[src/rtl/ahb_lite_arbiter.sv]
// ahb_lite_arbiter
// Round-robin arbiter that shares one AHB-Lite master port between three
// requesters. Ownership is held across fixed-length bursts (BURST) and
// undefined-length INCR bursts (OPEN), and is only handed over on transfer
// boundaries that the slave has accepted (H_readyN high).
module ahb_lite_arbiter #(
  parameter int N_REQ = 3
) (
  input  logic             H_clk,
  input  logic             H_rstN,
  input  logic [N_REQ-1:0] req,
  input  logic [1:0]       H_trans,
  input  logic [2:0]       H_burst,
  input  logic             H_readyN,
  output logic [N_REQ-1:0] gnt,
  output logic [1:0]       gnt_id,
  output logic [1:0]       data_sel,
  output logic             locked
);

  localparam logic [1:0] TransIdle   = 2'b00;
  localparam logic [1:0] TransNonseq = 2'b10;
  localparam logic [1:0] TransSeq    = 2'b11;

  localparam logic [2:0] BurstSingle = 3'b000;
  localparam logic [2:0] BurstIncr   = 3'b001;
  localparam logic [2:0] BurstWrap4  = 3'b010;
  localparam logic [2:0] BurstIncr4  = 3'b011;
  localparam logic [2:0] BurstWrap8  = 3'b100;
  localparam logic [2:0] BurstIncr8  = 3'b101;
  localparam logic [2:0] BurstWrap16 = 3'b110;
  localparam logic [2:0] BurstIncr16 = 3'b111;

  localparam logic [N_REQ-1:0] GntPark = {{(N_REQ-1){1'b0}}, 1'b1};

  typedef enum logic [1:0] {
    ARB   = 2'd0,
    BURST = 2'd1,
    OPEN  = 2'd2
  } state_t;

  state_t           r_state;
  logic [3:0]       r_cnt;
  logic [1:0]       r_rrPtr;
  logic [1:0]       r_gntId;
  logic [N_REQ-1:0] r_gnt;
  logic [1:0]       r_dataSel;
  logic             r_locked;

  logic [1:0]       w_cand0;
  logic [1:0]       w_cand1;
  logic [1:0]       w_cand2;
  logic [1:0]       w_winner;
  logic             w_anyReq;

  state_t           w_nState;
  logic [3:0]       w_nCnt;
  logic             w_rearb;

  assign gnt      = r_gnt;
  assign gnt_id   = r_gntId;
  assign data_sel = r_dataSel;
  assign locked   = r_locked;

  // Round-robin search: start one past the last winner and wrap modulo 3
  always_comb begin
    w_cand0  = (r_rrPtr == 2'd2) ? 2'd0 : r_rrPtr + 2'd1;
    w_cand1  = (w_cand0 == 2'd2) ? 2'd0 : w_cand0 + 2'd1;
    w_cand2  = r_rrPtr;
    w_anyReq = |req;
    w_winner = 2'd0;
    if (req[w_cand0]) begin
      w_winner = w_cand0;
    end else if (req[w_cand1]) begin
      w_winner = w_cand1;
    end else if (req[w_cand2]) begin
      w_winner = w_cand2;
    end
  end

  // Next-state decision for an accepted cycle; a NONSEQ seen in OPEN is
  // treated exactly like one seen in ARB so back-to-back bursts reload cleanly
  always_comb begin
    w_nState = r_state;
    w_nCnt   = r_cnt;
    w_rearb  = 1'b0;
    case (r_state)
      ARB, OPEN: begin
        if (H_trans == TransNonseq) begin
          case (H_burst)
            BurstWrap4, BurstIncr4: begin
              w_nState = BURST;
              w_nCnt   = 4'd3;
            end
            BurstWrap8, BurstIncr8: begin
              w_nState = BURST;
              w_nCnt   = 4'd7;
            end
            BurstWrap16, BurstIncr16: begin
              w_nState = BURST;
              w_nCnt   = 4'd15;
            end
            BurstIncr: begin
              w_nState = OPEN;
            end
            BurstSingle: begin
              w_nState = ARB;
              w_rearb  = 1'b1;
            end
            default: begin
              w_nState = ARB;
              w_rearb  = 1'b1;
            end
          endcase
        end else if (H_trans == TransIdle) begin
          if (r_state == ARB) begin
            w_rearb = 1'b1;
          end else if (!req[r_gntId]) begin
            w_nState = ARB;
            w_rearb  = 1'b1;
          end
        end
      end
      BURST: begin
        if (H_trans == TransSeq) begin
          if (r_cnt <= 4'd1) begin
            w_nState = ARB;
            w_nCnt   = 4'd0;
            w_rearb  = 1'b1;
          end else begin
            w_nCnt = r_cnt - 4'd1;
          end
        end
      end
      default: begin
        w_nState = ARB;
        w_nCnt   = 4'd0;
      end
    endcase
  end

  // Arbiter state, grant and data-phase select; everything freezes in wait states
  always_ff @(posedge H_clk or negedge H_rstN) begin
    if (!H_rstN) begin
      r_state   <= ARB;
      r_cnt     <= 4'd0;
      r_rrPtr   <= 2'd0;
      r_gntId   <= 2'd0;
      r_gnt     <= GntPark;
      r_dataSel <= 2'd0;
      r_locked  <= 1'b0;
    end else if (H_readyN) begin
      r_dataSel <= r_gntId;
      r_state   <= w_nState;
      r_cnt     <= w_nCnt;
      r_locked  <= (w_nState != ARB);
      if (w_rearb) begin
        if (w_anyReq) begin
          r_gntId <= w_winner;
          r_gnt   <= GntPark << w_winner;
          r_rrPtr <= w_winner;
        end else begin
          r_gntId <= 2'd0;
          r_gnt   <= GntPark;
        end
      end
    end
  end

endmodule

[config.mk]
export PLATFORM = sky130hd
export DESIGN_NAME = ahb_lite_arbiter
export DESIGN_NICKNAME = d
export VERILOG_FILES = /design/src/rtl/ahb_lite_arbiter.sv
export SDC_FILE = /design/constraint.sdc
export NUM_CORES = 1
export LEC_CHECK = 0
export ABC_AREA = 1
export ABC_CLOCK_PERIOD_IN_PS = 3600
export CAP_MARGIN = 40
export CORE_MARGIN = 1.5
export CORE_UTILIZATION = 40
export CTS_BUF_LIST = sky130_fd_sc_hd__clkbuf_4 sky130_fd_sc_hd__clkbuf_8
export DETAILED_ROUTE_END_ITERATION = 10
export SLEW_MARGIN = 20
export SYNTH_ARGS = -nofsm -noshare
export SYNTH_HDL_FRONTEND = slang
export SYNTH_SLANG_ARGS = --single-unit
[constraint.sdc]
create_clock -name H_clk -period 3.6 [get_ports H_clk]
set_clock_uncertainty 0.2 [all_clocks]
set_input_delay 0.36 -clock H_clk [delete_from_list [all_inputs] [get_ports H_clk]]
set_output_delay 0.36 -clock H_clk [all_outputs]
set_load 0.05 [all_outputs]
Word-level counts from Yosys, hierarchy flattened:

Cells that the tools add are included.

* register bits after elaboration: 16
* output and inout bits: 8
* logic and storage cells: 81

* $add $sub $neg: 3
* $lt $le $gt $ge: 5
* equality and inequality tests: 16
* shifts and indexed selects: 1
* mux-type cells: 36
* reductions and logical operators: 13

Operators with widths (number)
* $mux W2: 12
* $eq A3 B3 Y1 const B: 4
* $lt A2 B3 Y1 const B: 4
* $mux W4: 3
* $pmux W4 S3: 1
* $mux W1: 11
* $eq A2 B2 Y1 const B: 5
* $bmux W1 S2: 4
* $pmux W4 S2: 1
* $reduce_or A2 Y1: 4
* $eq A3 B2 Y1 const B: 2
* $pmux W2 S3: 1
* $reduce_or A6 Y1: 1
* $add A2 B1 Y2 const B: 2
* $le A4 B1 Y1 const B: 1
* $logic_not A2 Y1: 2
* $ne A2 B2 Y1 const B: 2
* $ne A4 B1 Y1 const B: 1
* $pmux W2 S2: 1
* $reduce_and A4 Y1: 1
* $sub A4 B1 Y4 const B: 1
* $eq A3 B1 Y1 const B: 1
* $logic_not A3 Y1: 1
* $mux W3: 1
* 7 further kinds: 7

Longest topological paths before layout:

Gate-level depths: netlist (run 1).

* depth in word-level cells: 10
* gate-level depth with buffers: 11
* gate-level depth less buffers: 11

Worst setup path before layout (run 1):

Ideal clock, no wire load.

* kind: register to register
* from: register r_gntId[0] (netlist: gnt_id[0])
* to: register r_rrPtr[0]
* library setup time: 117 ps
* data arrival time: 1353 ps
* required time: 3283 ps
* slack: 1930 ps
* cell stages (with the launch flop): 12
* cell sequence: dfrtp_1 > inv_1 > nand3_1 > nand2_1 > inv_1 > nand2_1 > nand2_1 > nand2_2 > nand2_4 > nand2_2 > nand2_1 > nand2_1

* word-level cells in the longest chain between the ends: 8

RTL lines
* from (decl): line 45 `logic [1:0] r_gntId;`
* from (signal assigned): line 159 `r_gntId <= w_winner;`
* $bmux W1 S2: line 118 `end else if (!req[r_gntId]) begin`
* $mux W1 (not written as such): line 118
* $mux W1: line 118
* $mux W1: line 116 `if (r_state == ARB) begin`
* $mux W1: line 115 `end else if (H_trans == TransIdle) begin`
* $mux W1: line 89 `if (H_trans == TransNonseq) begin`
* $pmux W1 S2: line 87 `case (r_state)`
* $reduce_and A3 Y1 (no source line)
* to (signal assigned): line 161 `r_rrPtr <= w_winner;`
* to (decl): line 44 `logic [1:0] r_rrPtr;`

Every way passes these cells. The select of a mux whose other input is x is not followed.
A chain may end at the register's enable or synchronous reset.

Final worst setup path (run 1):

* from: register r_gnt[0] (netlist: gnt[0])
* to: output gnt[0]

RTL lines
* from (decl): line 46 `logic [N_REQ-1:0] r_gnt;`
* from (signal assigned): line 149 `r_gnt <= GntPark;`
* from (signal assigned): line 160 `r_gnt <= GntPark << w_winner;`
* from (signal assigned): line 164 `r_gnt <= GntPark;`
* to (decl): line 15 `output logic [N_REQ-1:0] gnt,`

No word-level cell between the ends.

==> results of run 1 <==
[state kept, by name, indices dropped and copies added, names as in the netlist]
signal	count
data_sel	2
gnt	3
gnt_id	2
locked	1
r_cnt	4
r_rrPtr	2
r_state	2
[cells in the final DEF (no fill, tap or decap), types with 2 or more instances in the layout]
master	n
nand2_1	38
inv_2	5
nor2_4	2
dfrtp_1	15
clkbuf_4	3
o21ai_1	9
o21ai_0	7
clkdlybuf4s50_1	18
nand2_2	6
inv_1	11
nand3_1	9
nor2_2	3
nor2_1	9
ha_1	2
[cell families after synthesis]
kind of cell,Yosys count,share of synthesized area [%]
DFF,16,43.0
adders and majority gates,2,2.68
xor gates and xnor gates,2,1.87
and+or+nand+nor,71,35.6
buffers and inverters,16,6.43
AOI/OAI and AO/OA,18,10.4
[worst max path at each step]
stage | startpoint | to | slack [ns]
after floorplan | gnt_id[0] | r_rrPtr[0] | 1.93
after global placement | H_trans[1] | r_rrPtr[0] | 1.69
after detailed placement | H_trans[1] | r_rrPtr[1] | 1.71
after CTS | gnt[0] | gnt[0] | 1.40
after global routing | gnt[0] | gnt[0] | 1.36
final | gnt[0] | gnt[0] | 1.42
[final cells by class]
type                       count  area share [%]
multi-input combinational     93            39.5
sequential                    16            33.5
timing repair buffer          19            16.0
inverter                      16            5.02
clock buffer                   4            3.03
tap                           28            2.93
[metal layers]
metal / wire (µm) / global-route usage (%) / part of all wire (%) / vias to the layer above
met5: 0 / 0 / 0 / -
met4: 13 / 5.70 / 0.67 / 0
met3: 134 / 7.60 / 6.9 / 2
met2: 846 / 26.2 / 43 / 23
met1: 955 / 22.6 / 49 / 361
li1: - / - / - / 449
[Yosys cell counts]
master,instances
dfstp_2,1
nand2_4,1
inv_2,5
inv_1,11
ha_1,2
nand3_1,9
xor2_1,1
nand2_1,38
o2111ai_1,1
o21ai_1,9
nand2_2,6
nand3_2,1
nor2_2,3
o21ai_0,7
dfrtp_1,15
nor3_1,1
nor2_1,9
xnor2_1,1
nor2_4,2
nor4_1,1
o21ai_2,1
[stage by stage]
| step | cell area (µm²) | total power, mW | hold slack, ns | util [%] |
|---|---|---|---|---|
| 6_report | 1200 | 0.977 | 0.0775 | 54.1 |
| 5_1_grt | 1200 | 1.06 | 0.0708 | 54.1 |
| 4_1_cts | 1190 | 0.989 | 0.275 | 53.6 |
| 3_5_place_dp | 1150 | 0.861 | 0.258 | 52.0 |
| 3_3_place_gp | 1150 | 0.854 | 0.256 | 52.0 |
| 2_1_floorplan | 935 | 0.707 | -0.136 | - |
[power by group]
group / internal, mW / switching [mW]
combinational: 0.189 / 0.346
sequential: 0.260 / 0.0604
clock: 0.0616 / 0.0608
total: 0.511 / 0.467
==> summary.md, run 1 <==
| Metric | Value |
|---|---|
| Dpl hpwl | `1480 µm` |
| Final Critical Period | `2.18 ns` |
| Syn Nets | `138` |
| Footprint of the multi-input gates | `473 µm²` |
| Initial Util | `42.3%` |
| CP bufs+invs | `1` |
| Worst stage delay on the critical path | `0.80 ns` |
| Filler cell count | `222` |
| Slew Viols, Final | `0` |
| CP Launch Type | `flop` |
| CP Depth | `1` |
| R2R Path End | `r_rrPtr[1]` |
| Dominant cells by area after synthesis | `dfrtp_1, nand2_1, nand3_1, o21ai_1, inv_1` |
| Final setup fails | `0` |
| First-pass GRT wire length | `3360 µm` |
| Worst hold-check path type | `in2async` |
| IO buf count | `18` |
| Setup Crit Path Kind | `reg2out` |
| FF-to-FF Start | `r_cnt[0]` |
| VDD IR-drop max | `0.473 mV` |
| Setup WS pre-CTS | `1.71 ns` |
| Status | `complete, no violations` |
| Drt wl/cell | `11.1 µm` |
| Vias in the first global route | `811` |
| Root Buffer | `clkbuf_4` |
| Cell Chain, Critical Path | `clkdlybuf4s50_1` |
| P&R area growth vs syn | `28.1%` |
| Sequential area share after synthesis | `43.0%` |
| Post CTS Setup Buffer Count | `0` |
| Worst Path Required | `3.04 ns` |
| IO Pins | `19` |
| Residual DRC | `0` |
| H-tree depth | `1` |
| Std-Cell Rows | `17` |
| Ys Warns | `0` |
| First-pass DRT Iterations | `4` |
| GRT Total Usage | `17.5%` |
| Worst slew pin tran | `0.504 ns` |
| GP Congestion | `0.758` |
| Relative slew slack | `66.3%` |
| Final WS setup | `1.42 ns` |
| RSZ-0062 raised after global routing | `no` |
| Period utilisation layout | `60.4%` |
| Max Clk Rate | `460 MHz` |
| Clock-pin slew on the worst setup and hold paths | `0.11 ns` |
| CTS tree | `built` |
| Clock Sinks | `16` |
| GR Overflow Total | `0` |
| Syn Area/Cell | `7.48 µm²` |
| Via count | `835` |
| CORE AREA | `0.00221 mm²` |
| Flop and latch count out of synthesis | `16` |
| Slowest cell on crit path | `clkdlybuf4s50_1` |
| Crit end category | `output port` |
| Number of diodes | `0` |
| Clock latency on the worst-skew pair | `0.30 ns` |
| PwrDens | `816 mW/mm²` |
| Max clock buf depth | `2` |
| Mapped Cells | `125` |
| Final hold vios | `0` |
| Reg2reg path depth | `9` |
| Fin Setup TNS | `0 ns` |
| Die Wd | `51.3 µm` |
| Cell variety after synth | `21` |
| Critical path fanouts, max | `2` |
| CP delay by family, top | `buffers and inverters` |
| Antenna-violating nets left | `0` |
| Fraction of layout cells with a size suffix above 1 | `16.9%` |
| Drt first-iter violations | `9` |
| Final WL | `1950 µm` |
| Pin count of the biggest net entering global routing | `17` |
| Seq. cell area | `402 µm²` |
| Synth top area share | `40.2%` |
| Initial antenna violation count | `0` |
| Total CTS buffers | `3` |
| Leading area contributor after synthesis | `dfrtp_1` |
| Number of gates resized after CTS | `0` |
| Inst Count DP | `171` |
| Post-CTS Hold Fix Bufs | `0` |
| Die Ht | `51.3 µm` |
| Via-to-Cell Ratio | `4.74` |
| Die ar. | `0.00264 mm²` |
| Leakage power | `0.576 nW` |
| Fin cells | `176` |
| Reg-to-reg slack, setup | `2.01 ns` |
| Arrival @ worst endpoint | `1.62 ns` |
| Max-cap violation count | `0` |
| Final #Nets | `162` |
| Synthesized cell area | `935 µm²` |
Note: power is estimated with default switching activity, not from simulation.
==> run 2, diff against run 1 <==
--- a/config.mk
+++ b/config.mk
@@ -6,12 +6,13 @@
 export NUM_CORES = 1
 export LEC_CHECK = 0
 export ABC_AREA = 1
-export ABC_CLOCK_PERIOD_IN_PS = 3600
+export ABC_CLOCK_PERIOD_IN_PS = 1900
 export CAP_MARGIN = 40
 export CORE_MARGIN = 1.5
 export CORE_UTILIZATION = 40
 export CTS_BUF_LIST = sky130_fd_sc_hd__clkbuf_4 sky130_fd_sc_hd__clkbuf_8
 export DETAILED_ROUTE_END_ITERATION = 10
+export PLACE_DENSITY = 0.67
 export SLEW_MARGIN = 20
 export SYNTH_ARGS = -nofsm -noshare
 export SYNTH_HDL_FRONTEND = slang
==> constraint.sdc (replaced) <==
create_clock -name H_clk -period 1.9 [get_ports H_clk]
set_clock_uncertainty 0.2 [all_clocks]
set_input_delay 0.19 -clock H_clk [delete_from_list [all_inputs] [get_ports H_clk]]
set_output_delay 0.19 -clock H_clk [all_outputs]
set_load 0.05 [all_outputs]
==> summary.md, run 2 (synthesis results as in run 1) <==
| Metric | Value |
|---|---|
| Via count | `844 (was 835)` |
| Final hold vios | `0 (unchanged)` |
| Die Ht | `51.3 µm (unchanged)` |
| Overall power | `1.85 mW (was 977 µW)` |
| PwrDens | `1530 mW/mm² (was 816 mW/mm²)` |
| Arrival @ worst endpoint | `1.45 ns (was 1.62 ns)` |
| Die Wd | `51.3 µm (unchanged)` |
| GRT Total Usage | `17.9% (was 17.5%)` |
| CTS tree | `built (unchanged)` |
| Footprint of the multi-input gates | `473 µm² (unchanged)` |
| Post CTS Setup Buffer Count | `0 (unchanged)` |
| Initial antenna violation count | `0 (unchanged)` |
| GP Congestion | `0.805 (was 0.758)` |
| Setup Crit Path Kind | `reg2out (unchanged)` |
| IO Pins | `19 (unchanged)` |
| Max Clk Rate | `543 MHz` |
| Total CTS buffers | `3 (unchanged)` |
| IO buf count | `18 (unchanged)` |
| Residual DRC | `0 (unchanged)` |
| H-tree depth | `1 (unchanged)` |
| Worst stage delay on the critical path | `0.80 ns (about the same)` |
| Cell Chain, Critical Path | `clkdlybuf4s50_1 (unchanged)` |
| Status | `complete, no violations (unchanged)` |
| Clock-pin slew on the worst setup and hold paths | `0.10 ns (was 0.11 ns)` |
| Number of diodes | `0 (unchanged)` |
| Final WL | `1940 µm (was 1950 µm)` |
| Worst slew pin tran | `0.499 ns (was 0.504 ns)` |
| Filler cell count | `223 (was 222)` |
| Fin Setup TNS | `0 ns (unchanged)` |
| Seq. cell area | `402 µm² (unchanged)` |
| Switching pwr | `894 µW (was 467 µW)` |
| Worst Path Required | `1.51 ns (was 3.04 ns)` |
| Max-cap violation count | `0 (unchanged)` |
| Met2 Wirelength | `987 µm (was 846 µm)` |
| Leakage power | `0.619 nW (was 0.576 nW)` |
| CORE AREA | `0.00221 mm² (unchanged)` |
| Commonest non-fill, non-tap cells in the layout | `nand2_1, dfrtp_1, clkdlybuf4s50_1 (was nand2_1, clkdlybuf4s50_1, dfrtp_1)` |
| Final Critical Period | `1.84 ns` |
| Max reg flops | `4 (unchanged)` |
| Area after DPL | `0.00115 mm² (about the same)` |
| Vias in the first global route | `823 (was 811)` |
| CP Launch Type | `flop (unchanged)` |
| Dpl hpwl | `1560 µm (was 1480 µm)` |
| Root Buffer | `clkbuf_4 (unchanged)` |
| Antenna-violating nets left | `0 (unchanged)` |
| Std-Cell Rows | `17 (unchanged)` |
| Top sig layer | `met4 (unchanged)` |
| Worst hold-check path type | `reg2reg (was in2async)` |
| CP delay by family, top | `buffers and inverters (unchanged)` |
| Comb power frac | `54.7% (about the same)` |
| M1 WL | `870 µm (was 955 µm)` |
| GR Overflow Total | `0 (unchanged)` |
| Crit end category | `output port (unchanged)` |
| Via-to-Cell Ratio | `4.74 (about the same)` |
| First-pass DRT Iterations | `4 (unchanged)` |
| Slowest cell on crit path | `clkdlybuf4s50_1 (unchanged)` |
| Initial Util | `42.3% (unchanged)` |
| Final #Nets | `164 (was 162)` |
| Drt wl/cell | `10.9 µm (was 11.1 µm)` |
| Fraction of layout cells with a size suffix above 1 | `20.0% (was 16.9%)` |
| First-pass GRT wire length | `3500 µm (was 3360 µm)` |
| P&R area growth vs syn | `29.0% (was 28.1%)` |
| Critical path fanouts, max | `2 (unchanged)` |
| CP bufs+invs | `1 (unchanged)` |
| Relative slew slack | `66.7% (was 66.3%)` |
| Slew Viols, Final | `0 (unchanged)` |
| Seq pwr share | `33.0% (was 32.8%)` |
| RSZ-0062 raised after global routing | `no (unchanged)` |
| Post-route cell area | `0.00121 mm² (was 0.00120 mm²)` |
| Clock Sinks | `16 (unchanged)` |
| Sw Ratio | `48.3% (was 47.8%)` |
| Pin count of the biggest net entering global routing | `17 (unchanged)` |
| Final setup fails | `0 (unchanged)` |
| Clock latency on the worst-skew pair | `0.29 ns (was 0.30 ns)` |
| Drt first-iter violations | `6 (was 9)` |
| Commonest non-fill, non-tap cell in the layout | `nand2_1 (unchanged)` |
| Biggest register | `r_cnt (unchanged)` |
| VDD IR-drop max | `0.819 mV (was 0.473 mV)` |
| Max clock buf depth | `2 (unchanged)` |
| Cell internal pwr | `955 µW (was 511 µW)` |
| Metal3 WL | `59 µm (was 134 µm)` |
| Die ar. | `0.00264 mm² (unchanged)` |
| Period utilisation layout | `96.9%` |
| Clock power frac | `12.4% (was 12.5%)` |
-- run 2: worst reg2reg max path, delay by kind of cell (launching register included) --
kind	cells	cell delay, ns
flip-flops	1	0.40
AO/OA/AOI/OAI	1	0.08
buffers and inverters	1	0.10
AND/OR/NAND/NOR	6	0.51
adder cells (fa/ha/maj)	1	0.21
-- run 2: final timing paths --
path | depth (start not counted) | endpoint | slack (ns) | from
setup / recovery | 1 | data_sel[0] | 0.06 | data_sel[0]
hold / removal | 2 | gnt[0] | 0.27 | gnt[0]
setup reg to reg | 9 | r_rrPtr[0] | 0.30 | r_cnt[0]
hold reg to reg | 2 | gnt[0] | 0.27 | gnt[0]
max in group asynchronous | 3 | gnt[0] | 0.71 | H_rstN
min in group asynchronous | 3 | data_sel[0] | 0.53 | H_rstN
-- run 2: metal layers --
| layer | GRT usage (%) | up-vias |
|---|---|---|
| li1 | - | 448 |
| met1 | 21.6 | 381 |
| met2 | 30.7 | 11 |
| met3 | 5.26 | 4 |
| met4 | 5.26 | 0 |
| met5 | 0 | - |
-- run 2: timing repair --
action	in CTS	in global routing
endpoints found under the hold margin	7	0
endpoints found under the setup margin	0	2
resized for setup	0	2
hold buffers	1	0
-- run 2: area by class of cell --
type	instances	area share [%]
clock buffers	4	3.01
inverters	16	4.98
multi-input cells	93	39.2
repair buffers	21	16.6
flip-flops and latches	16	33.3
well taps	28	2.90
-- run 2: power by group through the flow --
| stage | Clock [mW] | Combinational [mW] | Sequential, mW |
|---|---|---|---|
| after global placement | 0 | 0.996 | 0.612 |
| after detailed placement | 0 | 1.01 | 0.620 |
| after global routing | 0.250 | 1.12 | 0.629 |
| after floorplan | 0 | 0.480 | 0.860 |
| after CTS | 0.237 | 1.02 | 0.612 |
| final | 0.228 | 1.01 | 0.609 |
-- run 2: per-stage QoR --
step           util [%]  std cells  setup slack [ns]  hold WS [ns]
6_report           54.5        178            0.0585         0.274
4_1_cts            54.3        178            0.0147         0.284
5_1_grt            54.5        178           0.00713         0.307
2_1_floorplan         -        125             0.230        -0.306
3_5_place_dp       52.2        173             0.164         0.271
3_3_place_gp       52.2        173             0.190         0.256
